==> src/rtl/nn_weight_update_pkg.sv <==
// Shared types and helpers for the stochastic weight-update block:
// LFSR tap masks, the update FSM state type and the saturating descent step.
package nn_weight_update_pkg;

    typedef enum logic {
        ACCUM = 1'b0,
        APPLY = 1'b1
    } wuState_e;

    // Fibonacci feedback masks for maximal-length LFSRs (bit n-1 set for tap n).
    function automatic logic [31:0] lfsrTaps(input int width);
        logic [31:0] mask;
        case (width)
            4:       mask = 32'h0000_000C;
            5:       mask = 32'h0000_0014;
            6:       mask = 32'h0000_0030;
            7:       mask = 32'h0000_0060;
            8:       mask = 32'h0000_00B8;
            9:       mask = 32'h0000_0110;
            10:      mask = 32'h0000_0240;
            12:      mask = 32'h0000_0829;
            16:      mask = 32'h0000_D008;
            default: mask = 32'h0000_0000;
        endcase
        return mask;
    endfunction

    // Signed w - step, clamped to the symmetric range a sign-magnitude weight can hold.
    function automatic int satSub(input int w, input int step, input int maxMag);
        int r;
        r = w - step;
        if (r > maxMag) begin
            r = maxMag;
        end else if (r < -maxMag) begin
            r = -maxMag;
        end
        return r;
    endfunction

endpackage

==> src/rtl/nn_weight_update_if.sv <==
// Stream/control bundle between the weight-update node and its neighbours.
interface nn_weight_update_if #(
    parameter int WIDTH = 8
);
    logic             en_i;
    logic             load_i;
    logic [WIDTH-1:0] wInit_i;
    logic             wInitSign_i;
    logic             deltaIn_i;
    logic             signIn_i;
    logic             actIn_i;
    logic             alphaOut_o;
    logic             signW_o;
    logic [WIDTH-1:0] wMag_o;
    logic             update_o;

    modport master (
        output en_i, load_i, wInit_i, wInitSign_i, deltaIn_i, signIn_i, actIn_i,
        input  alphaOut_o, signW_o, wMag_o, update_o
    );

    modport slave (
        input  en_i, load_i, wInit_i, wInitSign_i, deltaIn_i, signIn_i, actIn_i,
        output alphaOut_o, signW_o, wMag_o, update_o
    );

endinterface

==> src/rtl/nn_weight_update_ss_sng.sv <==
// Stochastic number generator: free-running maximal LFSR compared against a
// magnitude, giving exactly mag_i ones per LFSR period.
module nn_weight_update_ss_sng
    import nn_weight_update_pkg::*;
#(
    parameter int               WIDTH = 8,
    parameter logic [WIDTH-1:0] SEED  = 'h5A
) (
    input  logic             clk,
    input  logic             rst_n,
    input  logic [WIDTH-1:0] mag_i,
    output logic             bit_o
);

    localparam logic [31:0] TAP_MASK = lfsrTaps(WIDTH);

    logic [WIDTH-1:0] lfsr_q;
    logic [WIDTH-1:0] lfsr_d;
    logic             bit_q;

    // Shift left and feed the XOR of the tapped bits back into bit 0.
    always_comb begin
        lfsr_d = {lfsr_q[WIDTH-2:0], ^(lfsr_q & TAP_MASK[WIDTH-1:0])};
    end

    // LFSR advances every cycle; the comparison result is registered.
    always_ff @(posedge clk or negedge rst_n) begin
        if (!rst_n) begin
            lfsr_q <= SEED;
            bit_q  <= 1'b0;
        end else begin
            lfsr_q <= lfsr_d;
            bit_q  <= (lfsr_q <= mag_i);
        end
    end

    assign bit_o = bit_q;

endmodule

==> src/rtl/nn_weight_update.sv <==
// Weight-update node: correlates the back-propagated delta stream with the
// input activation over a fixed window, takes a descent step on a
// sign-magnitude weight at each window end, and re-emits the weight as a stream.
module nn_weight_update
    import nn_weight_update_pkg::*;
#(
    parameter int               WIDTH    = 8,
    parameter int               WIN_BITS = 4,
    parameter int               SHIFT    = 0,
    parameter logic [WIDTH-1:0] SEED     = 'h5A
) (
    input logic               clk,
    input logic               rst_n,
    nn_weight_update_if.slave bus
);

    localparam int ACC_W   = WIN_BITS + 2;
    localparam int MAX_MAG = (1 << WIDTH) - 1;
    localparam logic signed [ACC_W-1:0] ACC_ONE = 1;

    wuState_e                 state_q;
    wuState_e                 state_d;
    logic [WIN_BITS-1:0]      cnt_q;
    logic [WIN_BITS-1:0]      cnt_d;
    logic signed [ACC_W-1:0]  acc_q;
    logic signed [ACC_W-1:0]  acc_d;
    logic [WIDTH-1:0]         wMag_q;
    logic [WIDTH-1:0]         wMag_d;
    logic                     wSign_q;
    logic                     wSign_d;
    logic                     signW_q;
    logic                     windowEnd;
    logic                     grad;
    logic signed [ACC_W-1:0]  step;
    int                       wCur;
    int                       wNext;
    int                       wAbs;

    // A window closes on the enabled cycle in which the counter wraps.
    always_comb begin
        grad      = bus.deltaIn_i & bus.actIn_i;
        windowEnd = (state_q == ACCUM) && bus.en_i && (cnt_q == '1);
    end

    // FSM state register.
    always_ff @(posedge clk or negedge rst_n) begin
        if (!rst_n) begin
            state_q <= ACCUM;
        end else begin
            state_q <= state_d;
        end
    end

    // FSM next state: LOAD always returns to accumulation, APPLY lasts one cycle.
    always_comb begin
        state_d = state_q;
        if (bus.load_i) begin
            state_d = ACCUM;
        end else begin
            case (state_q)
                ACCUM:   state_d = windowEnd ? APPLY : ACCUM;
                APPLY:   state_d = ACCUM;
                default: state_d = ACCUM;
            endcase
        end
    end

    // FSM output: UPDATE marks the apply cycle unless a load pre-empts it.
    always_comb begin
        bus.update_o = (state_q == APPLY) && !bus.load_i;
    end

    // Descent step on the signed weight with saturation to the magnitude range.
    always_comb begin
        step  = acc_q >>> SHIFT;
        wCur  = wSign_q ? -int'(wMag_q) : int'(wMag_q);
        wNext = satSub(wCur, int'(step), MAX_MAG);
        wAbs  = (wNext < 0) ? -wNext : wNext;
    end

    // Datapath next state: load beats apply, apply beats accumulation.
    always_comb begin
        cnt_d   = cnt_q;
        acc_d   = acc_q;
        wMag_d  = wMag_q;
        wSign_d = wSign_q;
        if (bus.load_i) begin
            wMag_d  = bus.wInit_i;
            wSign_d = bus.wInitSign_i && (bus.wInit_i != '0);
            acc_d   = '0;
            cnt_d   = '0;
        end else if (state_q == APPLY) begin
            wMag_d  = WIDTH'(wAbs);
            wSign_d = (wNext < 0);
            acc_d   = '0;
        end else if (bus.en_i) begin
            cnt_d = cnt_q + WIN_BITS'(1);
            if (grad && !bus.signIn_i) begin
                acc_d = acc_q + ACC_ONE;
            end else if (grad && bus.signIn_i) begin
                acc_d = acc_q - ACC_ONE;
            end
        end
    end

    // Datapath registers, plus the sign pipelined to line up with the stream.
    always_ff @(posedge clk or negedge rst_n) begin
        if (!rst_n) begin
            cnt_q   <= '0;
            acc_q   <= '0;
            wMag_q  <= '0;
            wSign_q <= 1'b0;
            signW_q <= 1'b0;
        end else begin
            cnt_q   <= cnt_d;
            acc_q   <= acc_d;
            wMag_q  <= wMag_d;
            wSign_q <= wSign_d;
            signW_q <= wSign_q;
        end
    end

    nn_weight_update_ss_sng #(
        .WIDTH (WIDTH),
        .SEED  (SEED)
    ) u_sng (
        .clk   (clk),
        .rst_n (rst_n),
        .mag_i (wMag_q),
        .bit_o (bus.alphaOut_o)
    );

    assign bus.wMag_o  = wMag_q;
    assign bus.signW_o = signW_q;

endmodule
==> src/flat_wrapper.sv <==
// flat-port wrapper written by rule: the top's interface ports become plain ports
module nn_weight_update_flat import nn_weight_update_pkg::*;
#(
    parameter int               WIDTH    = 8,
    parameter int               WIN_BITS = 4,
    parameter int               SHIFT    = 0,
    parameter logic [WIDTH-1:0] SEED     = 'h5A
)
  (clk, rst_n, bus_en_i, bus_load_i, bus_wInit_i, bus_wInitSign_i, bus_deltaIn_i, bus_signIn_i, bus_actIn_i, bus_alphaOut_o, bus_signW_o, bus_wMag_o, bus_update_o);
  nn_weight_update_if #(.WIDTH(WIDTH)) bus_i ();
  input logic clk;
  input logic rst_n;
  input wire logic [$bits(bus_i.en_i)-1:0] bus_en_i;
  input wire logic [$bits(bus_i.load_i)-1:0] bus_load_i;
  input wire logic [$bits(bus_i.wInit_i)-1:0] bus_wInit_i;
  input wire logic [$bits(bus_i.wInitSign_i)-1:0] bus_wInitSign_i;
  input wire logic [$bits(bus_i.deltaIn_i)-1:0] bus_deltaIn_i;
  input wire logic [$bits(bus_i.signIn_i)-1:0] bus_signIn_i;
  input wire logic [$bits(bus_i.actIn_i)-1:0] bus_actIn_i;
  output wire logic [$bits(bus_i.alphaOut_o)-1:0] bus_alphaOut_o;
  output wire logic [$bits(bus_i.signW_o)-1:0] bus_signW_o;
  output wire logic [$bits(bus_i.wMag_o)-1:0] bus_wMag_o;
  output wire logic [$bits(bus_i.update_o)-1:0] bus_update_o;
  assign bus_i.en_i = bus_en_i;
  assign bus_i.load_i = bus_load_i;
  assign bus_i.wInit_i = bus_wInit_i;
  assign bus_i.wInitSign_i = bus_wInitSign_i;
  assign bus_i.deltaIn_i = bus_deltaIn_i;
  assign bus_i.signIn_i = bus_signIn_i;
  assign bus_i.actIn_i = bus_actIn_i;
  assign bus_alphaOut_o = bus_i.alphaOut_o;
  assign bus_signW_o = bus_i.signW_o;
  assign bus_wMag_o = bus_i.wMag_o;
  assign bus_update_o = bus_i.update_o;
  nn_weight_update #(.WIDTH(WIDTH), .WIN_BITS(WIN_BITS), .SHIFT(SHIFT), .SEED(SEED)) u_core (.clk(clk), .rst_n(rst_n), .bus(bus_i));
endmodule
==> config.mk <==
export PLATFORM = sky130hd
export DESIGN_NAME = nn_weight_update_flat
export DESIGN_NICKNAME = d
export VERILOG_FILES = /design/src/rtl/nn_weight_update_pkg.sv /design/src/rtl/nn_weight_update_if.sv /design/src/rtl/nn_weight_update_ss_sng.sv /design/src/rtl/nn_weight_update.sv /design/src/flat_wrapper.sv
export SDC_FILE = /design/constraint.sdc
export NUM_CORES = 1
export LEC_CHECK = 0
export ABC_AREA = 0
export CORE_ASPECT_RATIO = 0.8
export CORE_MARGIN = 8
export CORE_UTILIZATION = 30
export DETAILED_ROUTE_END_ITERATION = 6
export HOLD_SLACK_MARGIN = 0.12
export PLACE_DENSITY = 0.5
export SYNTH_ARGS = -nofsm -noshare
export SYNTH_HDL_FRONTEND = slang
export SYNTH_SLANG_ARGS = --single-unit
==> constraint.sdc <==
create_clock -name clk -period 5.5 [get_ports clk]
set_clock_uncertainty 0.2 [all_clocks]
set_input_delay 0.55 -clock clk [delete_from_list [all_inputs] [get_ports clk]]
set_output_delay 0.55 -clock clk [all_outputs]
set_load 0.02 [all_outputs]
==> reports/results.ini, run 1 <==
[global_route]
grt_pass1_vias=2682
grt_pass1_wl_um=14300
antenna_found_initial=0
globalRouteTotalUtil=0.128
grt_max_degree=31
grt_overflow=0

[sta]
slew_violations=0
slew-limit-headroom=0.480
setup-tns-final_ns=0
fmax_ghz=0.198
hold_viol_final=0
rsz0062_at_grt=false
worst_slack_ns=0.454
setup_viol=0
period_share=0.917
worst_pin_slew_ns=0.778
fin_crit_ns=5.05

[critical_path]
rrSetupSlack_ns=0.45
crit_path_end=u_core.bus.wMag_o[7]
worst_setup_path_start_kind=flip-flop
critPathKind=reg2reg
required_ns=5.50
crit_path_end_kind=flip-flop
reg2reg_to=u_core.bus.wMag_o[7]
worstPathArrival_ns=5.05
reg2reg_depth=18
cp_max_fo=11
startpoint=u_core.bus.wMag_o[4]
r2r-start=u_core.bus.wMag_o[4]

[min_path]
hp-class=reg2reg

[clocking]
cts_root_buf=clkbuf_16
insertion_delay_ns=0.28
path_clk_slew_ns=0.05
cts_buffers=5
clock_path_buffers=2
htree_levels=2
cts_tree=yes
cts.sinks=30
cts_hold_buf=0

[synthesis]
synth-seq-cells=30
netlist_top_cells_count=46 x nor2_1, 33 x a21oi_1, 31 x ha_1, 29 x nand2_1, 26 x dfrtp_1
ys_seq_area_frac=0.242
synth_area_leaders=dfrtp_1 21%, ha_1 12%, nor2_1 5.5%
synth_cell_type_count=64
synthArstFlopShare=1.00
avgSynthCellArea_um2=7.88
syn-cell-area_um2=3120
synth_most_common_cell=nor2_1
syn_inst=396
yosysTopAreaCell=dfrtp_1
synth_fp_nets=445
synth-edff-count=0
yosysTopAreaCellShare=0.209
ys_warn_count=0
ys.flop_type=dfrtp_1

[cells_and_area]
areaGrowthSynthToFinish_pct=17.5
fin_area_um2=3670
stdcell_count=554
n_antenna_cell=0
drive_above_1_share=0.0773
nNetsFinal=462

[run_status]
status=completed

[detailed_routing]
first_pass_iters=4
drc_errors=0
wl_per_cell_um=15.5
ant_nets=0
first_iter_violations=213
dr_total_vias=2866
wl_um=8570
drt-vias-per-instance=5.17

[power_and_ir_drop]
p_leak_uw=0.00156
finalPower_uw=1080
powerDensity_nw_per_um2=293
vdd_drop_max_mv=0.125

[placement]
portBuffers=26
dpl.cell_count=546
dp_hpwl_um=6710
place_ws_ns=0.312
placed_area_um2=3500
gp_congestion=0.854

[floorplanning]
die_y_um=107
die_area_um2=13900
initial_core_util=0.306
rows=33
ios=27
core_um2=10200
die_x_um=130

[flow_run]
maxCapViolations=0

-- layout make-up --
class	instances	area, µm²
clock buffers	7	143
repair buffers	31	298
clock inverters	1	5.00
fillers	1078	6530
well taps	140	175
multi-input cells	320	2200
flip-flops and latches	30	756
inverters	25	93.8
-- what timing repair did --
item | CTS | global route
gates resized for setup | 0 | 3
setup endpoints to repair | 0 | 3
buffers inserted | 0 | 0
-- per-layer routing --
metal  routed length, µm  vias to the layer above  part of all wire  track usage
li1                    -                     1458                 -            -
met1                4550                     1346              0.53        0.194
met2                3470                       54              0.40        0.172
met3                 461                        8             0.054       0.0332
met4                  89                        0             0.010       0.0331
met5                   0                        -                 0            0
-- stage by stage --
stage                     hold slack, ns  utilization
after floorplan                   0.0544            -
after global placement             0.162        0.344
after detailed placement           0.163        0.344
after CTS                          0.175        0.358
after global routing               0.187        0.360
final                              0.174        0.360
-- cell families (layout without fill, tap and decap cells) --
kind of cell,Yosys count,in the layout,synth area share
and+or+nand+nor,144,144,0.229
DFF,30,30,0.242
xor gates and xnor gates,24,24,0.0674
buffers and inverters,46,64,0.0585
AOI/OAI and AO/OA,112,112,0.243
adders and majority gates,33,33,0.137
muxes,7,7,0.0233
-- state kept, by name, indices dropped and copies added, names as in the netlist --
| register | cells |
|---|---|
| u_core.u_sng.bit_o | 1 |
| u_core.u_sng.lfsr_q | 8 |
| u_core.wSign_q | 1 |
| u_core.bus.wMag_o | 8 |
| u_core.acc_q | 6 |
| u_core.state_q | 1 |
| u_core.bus.signW_o | 1 |
| u_core.cnt_q | 4 |
-- power by group --
group	switching (µW)	internal [µW]	total (µW)
Clock	100	179	279
Sequential	13.8	232	246
Combinational	328	223	551
Total	442	634	1080
-- critical path, cell delays in order (launching register included) --
cell and delay (ns):
dfrtp_1 0.47, nor3_1 0.25, nand3_1 0.17, nor3_2 0.25, a21oi_1 0.14, ha_1 0.52, nand2_1 0.08, o21ai_0 0.35
mux2_2 0.40, a311oi_2 0.35, o211ai_1 0.18, nor3_1 0.19, nand4_1 0.11, ha_1 0.49, inv_1 0.14, and4b_1 0.22
o21ai_0 0.15, o211ai_1 0.12, a31oi_1 0.17
-- placed cells by master, fill, tap and decap left out, types with 6 or more instances in the layout --
master           count
nor2_1              46
ha_1                31
dfrtp_1             26
a21oi_1             32
a21o_1              13
clkdlybuf4s50_1     26
inv_1               23
o21ai_0             19
nor2b_1              6
nand3_1             12
nand2_1             29
xnor2_1             16
a31oi_1              9
xor2_1               8
nor3_1              10
o211ai_1             6
-- worst min-delay path by stage --
| stage | startpoint | end | slack, ns | cells after the start |
|---|---|---|---|---|
| final | u_core.u_sng.lfsr_q[0] | u_core.u_sng.lfsr_q[1] | 0.17 | 0 |
| after global routing | u_core.u_sng.lfsr_q[0] | u_core.u_sng.lfsr_q[1] | 0.19 | 0 |
| after CTS | u_core.u_sng.lfsr_q[0] | u_core.u_sng.lfsr_q[1] | 0.18 | 0 |
| after detailed placement | u_core.u_sng.lfsr_q[0] | u_core.u_sng.lfsr_q[1] | 0.16 | 0 |
| after global placement | u_core.u_sng.lfsr_q[0] | u_core.u_sng.lfsr_q[1] | 0.16 | 0 |
| after floorplan | rst_n | u_core.acc_q[0] | 0.05 | 0 |
Note: power is estimated with default switching activity, not from simulation.
==> run 2, diff against run 1 <==
--- a/config.mk
+++ b/config.mk
@@ -12,6 +12,7 @@
 export DETAILED_ROUTE_END_ITERATION = 6
 export HOLD_SLACK_MARGIN = 0.12
 export PLACE_DENSITY = 0.5
+export SETUP_SLACK_MARGIN = 0.05
 export SYNTH_ARGS = -nofsm -noshare
 export SYNTH_HDL_FRONTEND = slang
 export SYNTH_SLANG_ARGS = --single-unit
==> results of run 2 <==
No change in the layout: final DEF, timing and power equal those of run 1.
